### src/rtl/si5341_cfg_seq.sv
// Walks a register table and writes each entry to an Si5341 over a byte-oriented I2C engine,
// issuing page-select writes only when the register page changes and honouring delay entries.
module si5341_cfg_seq #(
  parameter logic [7:0]  DEV_ADDR   = 8'hE8,
  parameter int unsigned NUM_REGS   = 512,
  parameter int unsigned DELAY_UNIT = 50_000,
  parameter int unsigned TIMEOUT    = 1_000_000,
  parameter int unsigned GAP        = 16
) (
  input  logic        clk,
  input  logic        rst,
  input  logic        start,
  output logic [15:0] rom_addr,
  input  logic [23:0] rom_data,
  output logic        wr_req,
  output logic [7:0]  wr_data,
  input  logic        wr_done,
  output logic        busy,
  output logic        done,
  output logic        err
);

  typedef enum logic [3:0] {
    IDLE, FETCH, DECODE, PAGE_WR, REG_WR, GAP_WAIT, DELAY, FINISH, ERROR
  } state_t;

  state_t      state, state_nxt;
  logic [15:0] ent_addr;
  logic [7:0]  ent_val;
  logic [7:0]  page;
  logic        page_vld;
  logic        after_page;
  logic [1:0]  bidx;
  logic [31:0] cnt, dlen, tcnt;
  logic        txn_end, timeout, gap_end, dly_end, last;

  function automatic logic [31:0] sat_inc(input logic [31:0] v);
    return (v == '1) ? v : v + 32'd1;
  endfunction

  assign txn_end = wr_done && (bidx == 2'd2);
  assign timeout = !wr_done && (({1'b0, tcnt} + 33'd1) >= 33'(TIMEOUT));
  assign gap_end = ({1'b0, cnt} + 33'd1) >= 33'(GAP);
  assign dly_end = ({1'b0, cnt} + 33'd1) >= {1'b0, dlen};
  assign last    = ({16'd0, rom_addr} + 32'd1) == NUM_REGS;

  always_ff @(posedge clk) begin
    if (rst) state <= IDLE;
    else     state <= state_nxt;
  end

  always_comb begin
    state_nxt = state;
    wr_req    = 1'b0;
    done      = 1'b0;
    case (state)
      IDLE:     if (start) state_nxt = (NUM_REGS == 0) ? FINISH : FETCH;
      FETCH:    state_nxt = DECODE;
      DECODE: begin
        if (rom_data[23:8] == 16'hFFFF)                state_nxt = DELAY;
        else if (!page_vld || rom_data[23:16] != page) state_nxt = PAGE_WR;
        else                                           state_nxt = REG_WR;
      end
      PAGE_WR, REG_WR: begin
        wr_req = 1'b1;
        if (timeout)      state_nxt = ERROR;
        else if (txn_end) state_nxt = GAP_WAIT;
      end
      GAP_WAIT: if (gap_end) state_nxt = after_page ? REG_WR : (last ? FINISH : FETCH);
      DELAY:    if (dly_end) state_nxt = last ? FINISH : FETCH;
      FINISH: begin
        done      = 1'b1;
        state_nxt = IDLE;
      end
      ERROR:    state_nxt = IDLE;
      default:  state_nxt = IDLE;
    endcase
  end

  // Byte 0 is always the device address; bytes 1-2 depend on page-select vs register write.
  always_comb begin
    wr_data = 8'h00;
    if (wr_req) begin
      case (bidx)
        2'd0:    wr_data = DEV_ADDR;
        2'd1:    wr_data = (state == PAGE_WR) ? 8'h01 : ent_addr[7:0];
        2'd2:    wr_data = (state == PAGE_WR) ? ent_addr[15:8] : ent_val;
        default: wr_data = 8'h00;
      endcase
    end
  end

  always_ff @(posedge clk) begin
    if (rst) begin
      rom_addr   <= '0;
      page_vld   <= 1'b0;
      after_page <= 1'b0;
      bidx       <= '0;
      cnt        <= '0;
      tcnt       <= '0;
      busy       <= 1'b0;
      err        <= 1'b0;
    end else begin
      busy <= !(state_nxt inside {IDLE, FINISH, ERROR});
      if (state == IDLE && start) begin
        rom_addr <= '0;
        page_vld <= 1'b0;
        err      <= 1'b0;
      end else if (state_nxt == FETCH) begin
        rom_addr <= rom_addr + 16'd1;
      end
      if (state_nxt == ERROR) err <= 1'b1;
      if (wr_req && txn_end) begin
        after_page <= (state == PAGE_WR);
        if (state == PAGE_WR) page_vld <= 1'b1;
      end
      if (!wr_req)      bidx <= '0;
      else if (wr_done) bidx <= (bidx == 2'd2) ? 2'd0 : bidx + 2'd1;
      // cnt times the current GAP_WAIT/DELAY visit; tcnt times the wait for the next ACK.
      cnt  <= (state_nxt != state) ? '0 : sat_inc(cnt);
      tcnt <= (!wr_req || wr_done) ? '0 : sat_inc(tcnt);
    end
  end

  always_ff @(posedge clk) begin
    if (state == DECODE) begin
      ent_addr <= rom_data[23:8];
      ent_val  <= rom_data[7:0];
      dlen     <= 32'(rom_data[7:0]) * DELAY_UNIT;
    end
    if (state == PAGE_WR && txn_end) page <= ent_addr[15:8];
  end

endmodule
### config.mk
export PLATFORM = sky130hd
export DESIGN_NAME = si5341_cfg_seq
export DESIGN_NICKNAME = d
export VERILOG_FILES = /design/src/rtl/si5341_cfg_seq.sv
export SDC_FILE = /design/constraint.sdc
export NUM_CORES = 1
export LEC_CHECK = 0
export ABC_CLOCK_PERIOD_IN_PS = 5930
export CAP_MARGIN = 15
export CORE_ASPECT_RATIO = 0.8
export CORE_MARGIN = 8
export CORE_UTILIZATION = 55
export DETAILED_ROUTE_END_ITERATION = 10
export GPL_TIMING_DRIVEN = 0
export PLACE_DENSITY_LB_ADDON = 0.2
export SYNTH_ARGS = -nofsm -noshare
export SYNTH_HDL_FRONTEND = slang
export SYNTH_SLANG_ARGS = --single-unit
### constraint.sdc
create_clock -name clk -period 5.93 [get_ports clk]
set_input_delay 1.186 -clock clk [delete_from_list [all_inputs] [get_ports clk]]
set_output_delay 1.186 -clock clk [all_outputs]
set_load 0.02 [all_outputs]
# Word-level counts from Yosys, hierarchy flattened
# Cells that the tools add are included.
[op_classes]
n_addsub = 7
n_mul = 1
order_cmp = 3
eq_ne = 18
n_mux = 22
bitwise = 1
n_reduce_logical = 21
[op_table]
columns = ["cell", "count"]
rows = [
  ["32-bit by 1-bit adder with 33-bit output, second input constant", 2],
  ["32-bit by 1-bit adder with 32-bit output, second input constant", 2],
  ["32-bit == test, second input constant", 2],
  ["33-bit by 20-bit greater-or-equal comparator with 1-bit output, second input constant", 1],
  ["33-bit by 24-bit greater-or-equal comparator with 1-bit output", 1],
  ["33-bit by 5-bit greater-or-equal comparator with 1-bit output, second input constant", 1],
  ["4-bit two-way mux", 6],
  ["8-bit two-way mux", 3],
  ["4-bit case mux with 6 select lines", 1],
  ["8-bit case mux with 3 select lines", 1],
  ["4-bit by 3-bit == test with 1-bit output, second input constant", 5],
  ["8-bit by 12-bit multiplier with 20-bit output, second input constant", 1],
  ["16-bit by 1-bit adder with 17-bit output, second input constant", 1],
  ["17-bit by 10-bit == test with 1-bit output, second input constant", 1],
  ["16-bit by 1-bit adder with 16-bit output, second input constant", 1],
  ["16-bit == test, second input constant", 1],
  ["2-bit OR reduction", 5],
  ["3-bit two-way mux", 3],
  ["4-bit by 1-bit == test with 1-bit output, second input constant", 2],
  ["4-bit by 2-bit == test with 1-bit output, second input constant", 2],
  ["4-bit zero test", 2],
  ["8-bit != test", 1],
  ["1-bit two-way mux", 7],
  ["1-bit logical AND", 5],
  ["12 further kinds", 16],
]
[word_totals]
ff_bits = 142
in_bits = 28
out_inout_bits = 28

# Depth between registers and ports, before layout
[depth]
ltp_word = 9
mapped_depth = 18
ltp_nobuf = 17

# Worst setup path after synthesis
# No wires, ideal clock.
[synth_path]
path_type = "register -> register"
start = "register state[1]"
end = "register rom_addr[0]"
setup_ps = 121
arrival_time_ps = 5519
required_time_ps = 5809
setup_slack_ps = 290
stages_incl_launch_ff = 13
path_buffers = 3
synth_period_minus_slack_ps = 5640
path_cell_list = "dfxtp_1 clkbuf_1 nand2b_1 nor3_1 o21ai_0 nor2b_1 o21ai_0 o31ai_4 nand3_1 buf_2 buf_2 nor4_1 o21bai_1"
[synth_between]
elab_chain_len = 4
elab_cells_between_ends = 17
classes_between = "eq/ne: 7; mux: 6; reduce/logical: 4"
[synth_rtl]
columns = ["item", "line_no", "text"]
rows = [
  ["start: declaration", "27", "state_t state, state_nxt;"],
  ["start signal: assignment", "49", "else state <= state_nxt;"],
  ["4-bit by 2-bit == test with 1-bit output (tied with other cells)", "56", "case (state)"],
  ["2-bit OR reduction / 4-bit two-way mux (equally long branches)", "56, 66", ""],
  ["4-bit case mux with 6 select lines", "56", ""],
  ["4-bit by 1-bit == test with 1-bit output", "109", "end else if (state_nxt == FETCH) begin"],
  ["end signal: assignment", "110", "rom_addr <= rom_addr + 16'd1;"],
  ["end: declaration", "13", "output logic [15:0] rom_addr,"],
]
# Parallel ways exist; a longest one is shown, timed or not.
# A chain may end at the register's enable or synchronous reset.

# Worst setup path in the final report
[layout_path]
start = "input port rom_data[2]"
end = "register dlen[22] (data pin)"
[layout_between]
elab_chain_len = 1
[layout_rtl]
columns = ["item", "line_no", "text"]
rows = [
  ["start: declaration", "14", "input logic [23:0] rom_data,"],
  ["8-bit by 12-bit multiplier with 20-bit output", "129", "dlen <= 32'(rom_data[7:0]) * DELAY_UNIT;"],
  ["end signal: assignment", "129", ""],
  ["end: declaration", "34", "logic [31:0] cnt, dlen, tcnt;"],
]
# Every way passes these cells.

==> metrics.md <==
| Metric | Value |
|---|---|
| Seq/Total Area, Yosys | `between 30% and 40%` |
| Synth unique cells | `80` |
| RD Place Congestion | `~0.9` |
| CP Class | `input pin to register` |
| Placed Cells | `1336` |
| Seq. cell area | `between 3000 and 4000 sq um` |
| Clk_skew | `0.01316 ns` |
| Via density | `around 5.9` |
| Least-Margin Pin Slew | `roughly 0.8 ns` |
| Main area contributors after synthesis | `dfxtp_1, edfxtp_1, ha_1` |
| Worst r2r path cells | `18` |
| Power Internal | `1888 uW` |
| Largest net degree at the start of global routing | `18` |
| Routed Wire Length | `22710 microns` |
| Synthesized area per cell | `about 8.9 sq um` |
| Yosys top cell area share | `roughly a fifth` |
| Max FO, Critical Path | `5` |
| Ant diodes | `0` |
| Starting Density | `between 50% and 60%` |
| Die height | `about 130 microns` |
| HP Class | `register to register` |
| Post-synth EDFFs | `50` |
| Drt first pass iters | `5` |
| Post-route ant nets | `0` |
| Post-synth top cells | `a21oi_1, dfxtp_1, inv_1` |
| Wire per inst | `between 15 and 20 microns` |
| Initial antenna violation count | `0` |
| CP startpoint kind | `input pin` |
| Clk sink count | `between 100 and 150` |
| Placed cell area | `10270 sq um` |
| WP data required | `around 6 ns` |
| Fmax | `roughly 180 MHz` |
| Leak Pwr | `0.004209 uW` |
| Hold path cells | `0` |
| Final hold viol count | `0` |
| Sw frac | `a little over 30%` |
| Max-slew headroom | `between 40 and 50%` |
| GRT overflow | `0` |
| Fill count | `about 1400` |
| Vias in the first global route | `about 7600` |
| Via count | `between 8000 and 9000` |
| Post-DP HPWL | `roughly 17000 microns` |
| Tcrit/Tclk final | `between 90% and 100%` |
| Hold path startpoint | `ent_addr[13]` |
| #FFs+latches synth | `140` |
| Synth warn | `0` |
| Post-Synthesis Cells | `between 1000 and 1500` |
| Max_cap viols | `0` |
| DRC viols | `0` |
| Count leader, synth | `a21oi_1` |
| Total CTS buffers | `17` |
| Net Sw Power | `approximately 840 uW` |
| Reg-to-reg startpoint | `cnt[0]` |
| Buffers on Ports | `54` |
| Arrival time at the worst endpoint | `between 5 and 6 ns` |
| Final Slew Violations | `0` |
| Comb power frac | `a little over a fifth` |
| VDD IR max | `roughly 0.19 mV` |
| Cell area after layout | `10880 sq um` |
| Finished Layout Cells | `roughly 1400` |
| Area grow syn2layout | `15.52%` |
| Total track usage | `21.29%` |
| CTS clk-pin slew, worst paths | `0.07 ns` |
| Skew-Pair Late Insertion Delay | `0.43 ns` |
| Share of cells above drive strength 1 | `7.317%` |
| Main synth FF type | `dfxtp_1` |
| Die area | `around 22000 sq um` |
| RSZ-0062 raised after global routing | `no` |
| Cell Area, Synth | `around 9400 sq um` |
| Critical Path Sink Type | `register` |
| Clock Tree Buf Depth | `2` |
| Status | `completed` |
| Placeable Area | `about 17000 sq um` |
| Share of power burned in registers | `between 40% and 50%` |
| Worst Setup SP | `rom_data[2]` |
| Yosys top cell by area | `dfxtp_1` |
| I/O pins | `between 50 and 60` |
| Final nets | `between 1000 and 1500` |
| Clock power share | `38.8%` |
| Row count | `42` |
| Clk root buf | `clkbuf_16` |
| Pwr/cell area | `roughly 250 nW/um^2` |
| DRT iter0 DRCs | `684` |
| Multi-input gate area | `~5600 sq um` |
| Min cycle time layout | `about 5.5 ns` |
| Finish-stage setup viols | `0` |
| Post-synth net total | `between 1000 and 1500` |
| Async set-reset flop share out of synthesis | `0%` |
| Die width | `approximately 160 microns` |
| Flop-to-flop setup slack | `a little under 0.8 ns` |
| Htree depth | `4` |
| Global-route wire length before repair | `around 38000 microns` |
| CTS tree | `built` |
==> power by group through the flow <==
stage	clock, uW	combinational (uW)	sequential, uW
after floorplan	0	409	1120
after global placement	0	546	1130
after detailed placement	0	565	1120
after CTS	1080	572	1100
after global routing	1120	655	1100
final	1060	572	1100
==> logic make-up (layout without fill, tap and decap cells) <==
| logic type | Yosys count | after routing | share of synthesized area, % |
|---|---|---|---|
| muxes | 11 | 11 | 1.169 |
| DFF | 140 | 140 | 35.08 |
| xor gates and xnor gates | 91 | 91 | 8.464 |
| AOI/OAI and AO/OA | 219 | 219 | 15.35 |
| adders and majority gates | 90 | 90 | 12.92 |
| and+or+nand+nor | 366 | 366 | 20.98 |
| buffers and inverters | 142 | 231 | 6.046 |
==> metal layers <==
layer	track usage [%]	routed length, microns	up-vias
met5	0	0	-
met4	6.520	320	0
met3	4.278	1561	30
met2	30.61	9585	275
met1	31.18	11240	3800
li1	-	-	3985
==> metrics by stage <==
stage	total power, uW	util, %	setup TNS, ns	hold slack [ns]	worst slack (ns)
after global routing	2879	65.30	0	0.4834	0.07646
after CTS	2747	65.25	0	0.4741	0.1902
after global placement	1672	61.42	-78.25	0.4447	-1.788
after floorplan	1529	-	0	0.4249	0.2900
after detailed placement	1686	61.68	-0.3457	0.4551	-0.2311
final	2731	65.30	0	0.4722	0.4240
==> cell usage in the layout, fill, tap and decap left out, types with 7 or more instances in the layout <==
| master | Yosys | routed |
|---|---|---|
| a21o_1 | 12 | 12 |
| a21oi_1 | 99 | 99 |
| a31oi_1 | 11 | 11 |
| and3_1 | 13 | 13 |
| and4_1 | 16 | 16 |
| buf_2 | 16 | 16 |
| clkbuf_1 | 35 | 35 |
| clkbuf_16 | 0 | 17 |
| clkdlybuf4s50_1 | 0 | 54 |
| dfxtp_1 | 90 | 90 |
| edfxtp_1 | 50 | 50 |
| fa_1 | 12 | 12 |
| ha_1 | 78 | 78 |
| inv_1 | 87 | 87 |
| inv_8 | 0 | 7 |
| mux2i_1 | 11 | 11 |
| nand2_1 | 75 | 75 |
| nand2b_1 | 7 | 7 |
| nand3_1 | 46 | 46 |
| nand4_1 | 30 | 30 |
| nor2_1 | 71 | 71 |
| nor3_1 | 36 | 35 |
| nor4_1 | 13 | 13 |
| o21ai_0 | 22 | 22 |
| o21bai_1 | 7 | 7 |
| o31ai_1 | 13 | 13 |
| or3_1 | 10 | 10 |
| or4_1 | 12 | 12 |
| xnor2_1 | 60 | 60 |
| xor2_1 | 31 | 31 |
==> flip-flops by register name (all words and copies together) (netlist names) <==
| register | flops |
|---|---|
| after_page | 1 |
| bidx | 2 |
| busy | 1 |
| cnt | 32 |
| dlen | 18 |
| ent_addr | 16 |
| ent_val | 8 |
| err | 1 |
| page | 8 |
| page_vld | 1 |
| rom_addr | 16 |
| state | 4 |
| tcnt | 32 |
==> worst max-delay path: stages <==
cell and delay [ns]:
clkdlybuf4s50_1 0.54, ha_1 0.40, ha_1 0.29, inv_1 0.05, fa_1 0.49, fa_1 0.55, inv_1 0.04, ha_1 0.32
a21o_1 0.19, a21oi_1 0.23, o21bai_1 0.11, a21oi_1 0.24, o21bai_1 0.10, a21oi_1 0.26, o211ai_1 0.17, a31o_2 0.26
a21oi_1 0.16, xnor2_1 0.08
==> worst paths after layout <==
| kind | end |
|---|---|
| max | dlen[22] |
| min | page[5] |
| max reg2reg | rom_addr[0] |
| min reg2reg | page[5] |
==> timing repair <==
action	CTS	global route
setup endpoints to repair	0	1
buffers inserted	0	0
hold buffers	0	0
resized for setup	0	1
==> layout make-up <==
cell class	instances	share of cell area, %
multi-input combinational	777	51.08
sequential	140	30.37
timing repair buffer	57	5.314
clock buffer	17	3.911
inverter	87	3.002
tap	220	2.530
buffer	55	2.231
clock inverter	15	1.564
No activity file was read; power rests on OpenSTA's default activity.
==> patch (same flow settings) <==
Reset style: asynchronous (`rst`), changed in 2 clocked blocks.
--- a/src/rtl/si5341_cfg_seq.sv
+++ b/src/rtl/si5341_cfg_seq.sv
@@ -45,5 +45,5 @@
   assign last    = ({16'd0, rom_addr} + 32'd1) == NUM_REGS;
 
-  always_ff @(posedge clk) begin
+  always_ff @(posedge clk or posedge rst) begin
     if (rst) state <= IDLE;
     else     state <= state_nxt;
@@ -91,5 +91,5 @@
   end
 
-  always_ff @(posedge clk) begin
+  always_ff @(posedge clk or posedge rst) begin
     if (rst) begin
       rom_addr   <= '0;
Formal check against the unedited RTL: differs if rst is asserted again (counterexample within 4 cycles, from zero or initial values and one cycle with rst high); with rst held inactive, the same outputs for 10 cycles.
==> patch against the unedited design <==
Setup slack worse by 0.056 ns; final cell count up 3.5%; synthesized area up 8.2%; die area up 7.3%; cell area up 7.5%; routed wire length up 12%; critical path type unchanged; maximum frequency down 1.0%; synthesized cell count up 3.2%; register-to-register slack better by 0.19 ns; sequential cell count unchanged; largest cell class unchanged.
Power is not compared: it rests on default switching activity, and its combinational part moved more than twofold at a synthesized area within 25%.
==> patch: results (changes against the unedited design) <==
[run_status]
status = finished, final reports clean

[clock_network]
path_clk_slew_ns = 0.06
post_cts_buffers = 0  ; unchanged
cts-root-buf = clkbuf_16
clockBufferDepth = 2  ; unchanged
cts_tree = built

[logic_synthesis]
synth-compound-area-share_pct = 15.8  ; +0.42 points
yosysSeqAreaShare_pct = 36.8  ; +1.7 points
synth_area_leaders = dfrtp_1 (22%), edfxtp_1 (15%), ha_1 (9.5%)
synth-xor-area-share_pct = 7.30  ; -1.2 points
synthArstFlopShare_pct = 64.3  ; +64 points
synthTopCellsByCount = dfrtp_1 (90), inv_1 (84), ha_1 (77)
synthMuxAreaShare_pct = 1.51  ; +0.34 points
ys_types = 79  ; -1.3%
syn_nets = 1210  ; +2.8%
avgSynthCellArea_um2 = 9.33  ; +4.9%
synthAdderAreaFrac_pct = 11.8  ; -1.1 points

[placed_design]
gp_congestion = 0.920  ; +4.2%
place_area_mm2 = 0.0111  ; +8.0%
numPortBuffers = 55  ; +1.9%
dp_hpwl_um = 18900  ; +11%
dp.cells = 1382  ; +3.4%

[detailed_routing]
first_iter_violations = 756  ; +11%
drt-wirelength-per-cell_um = 18.0  ; +8.3%
wl_um = 25500  ; +12%
num_vias = 8701  ; +7.6%

[global_route]
grt_pass1_wl_um = 42400  ; +13%
grt_usage_pct = 22.7  ; +1.4 points
grt_max_degree = 50  ; +32
grt_pass1_vias = 8278  ; +9.6%

[cells_and_area]
drive_above_1_share_pct = 8.68  ; +1.4 points
num_antenna_cells = 0  ; unchanged
nets = 1290  ; +3.0%

[sta]
tightestPinTransition_ns = 0.992  ; +0.195 ns
fin_worst_skew_ns = 0.0117  ; -0.00151 ns

[worst_setup_path]
worstReg2RegEnd = rom_addr[5]
reg2reg_slack_ns = 0.96  ; +0.19 ns
critPathCapture = dlen[22]
reg2reg_depth = 19  ; +1
rr_startpoint = cnt[9]
worstPathArrival_ns = 5.74  ; +0.06 ns

patch: kinds of logic (layout without fill, tap and decap cells):
group | count (synthesis) | after routing
xor gates and xnor gates | 85 | 85
adders and majority gates | 89 | 89
AOI/OAI and AO/OA | 225 | 225
muxes | 15 | 15
DFF | 140 | 140
buffers and inverters | 137 | 230
and+or+nand+nor | 402 | 402
patch: power by group through the flow:
stage | registers [W] | logic [W] | clock network [W]
6_report | 0.00134 | 0.00157 | 0.00107
4_1_cts | 0.00134 | 0.00155 | 0.00108
5_1_grt | 0.00136 | 0.00174 | 0.00112
3_3_place_gp | 0.00137 | 0.00149 | 0
3_5_place_dp | 0.00136 | 0.00154 | 0
2_1_floorplan | 0.00137 | 0.00102 | 0
patch: worst max-delay path: stages:
cell,delay [ns]
clkdlybuf4s50_1,0.55
ha_1,0.40
ha_1,0.29
inv_1,0.05
fa_1,0.48
fa_1,0.54
inv_1,0.04
ha_1,0.32
a21o_1,0.19
a21oi_1,0.24
o21bai_1,0.09
a21oi_1,0.25
o21bai_1,0.10
a21oi_1,0.30
o211ai_1,0.19
a31o_2,0.26
a21oi_1,0.17
xnor2_1,0.10
patch: through the flow:
stage | hold slack (ns) | setup slack, ns | util (%) | total power, W
final | 0.454 | 0.368 | 64.4 | 0.00398
after global routing | 0.467 | 0.0814 | 64.4 | 0.00422
after CTS | 0.451 | 0.385 | 64.3 | 0.00397
after detailed placement | 0.435 | -0.00667 | 61.1 | 0.00289
after global placement | 0.424 | -0.718 | 60.7 | 0.00285
after floorplan | 0.421 | 0.780 | - | 0.00239
patch: cell type report:
type | count | area, µm²
buffer | 53 | 230
clock buffer | 19 | 453
clock inverter | 13 | 129
fill | 1505 | 6470
inverter | 84 | 318
multi-input combinational | 816 | 5900
sequential | 140 | 3750
tap | 230 | 288
timing repair buffer | 61 | 627
patch: routing by layer:
metal	track usage (%)	routed length, µm	up-vias
met2	32.7	10600	318
met5	0	0	-
met1	33.7	12500	4177
met3	5.04	2020	35
met4	5.99	385	0
li1	-	-	4171
patch: worst min path at each step:
stage | start | end | slack [ns]
2_1_floorplan | ent_addr[9] | page[1] | 0.42
3_3_place_gp | ent_addr[12] | page[4] | 0.42
3_5_place_dp | ent_addr[12] | page[4] | 0.44
4_1_cts | ent_addr[9] | page[1] | 0.45
5_1_grt | ent_addr[9] | page[1] | 0.47
6_report | ent_addr[9] | page[1] | 0.45
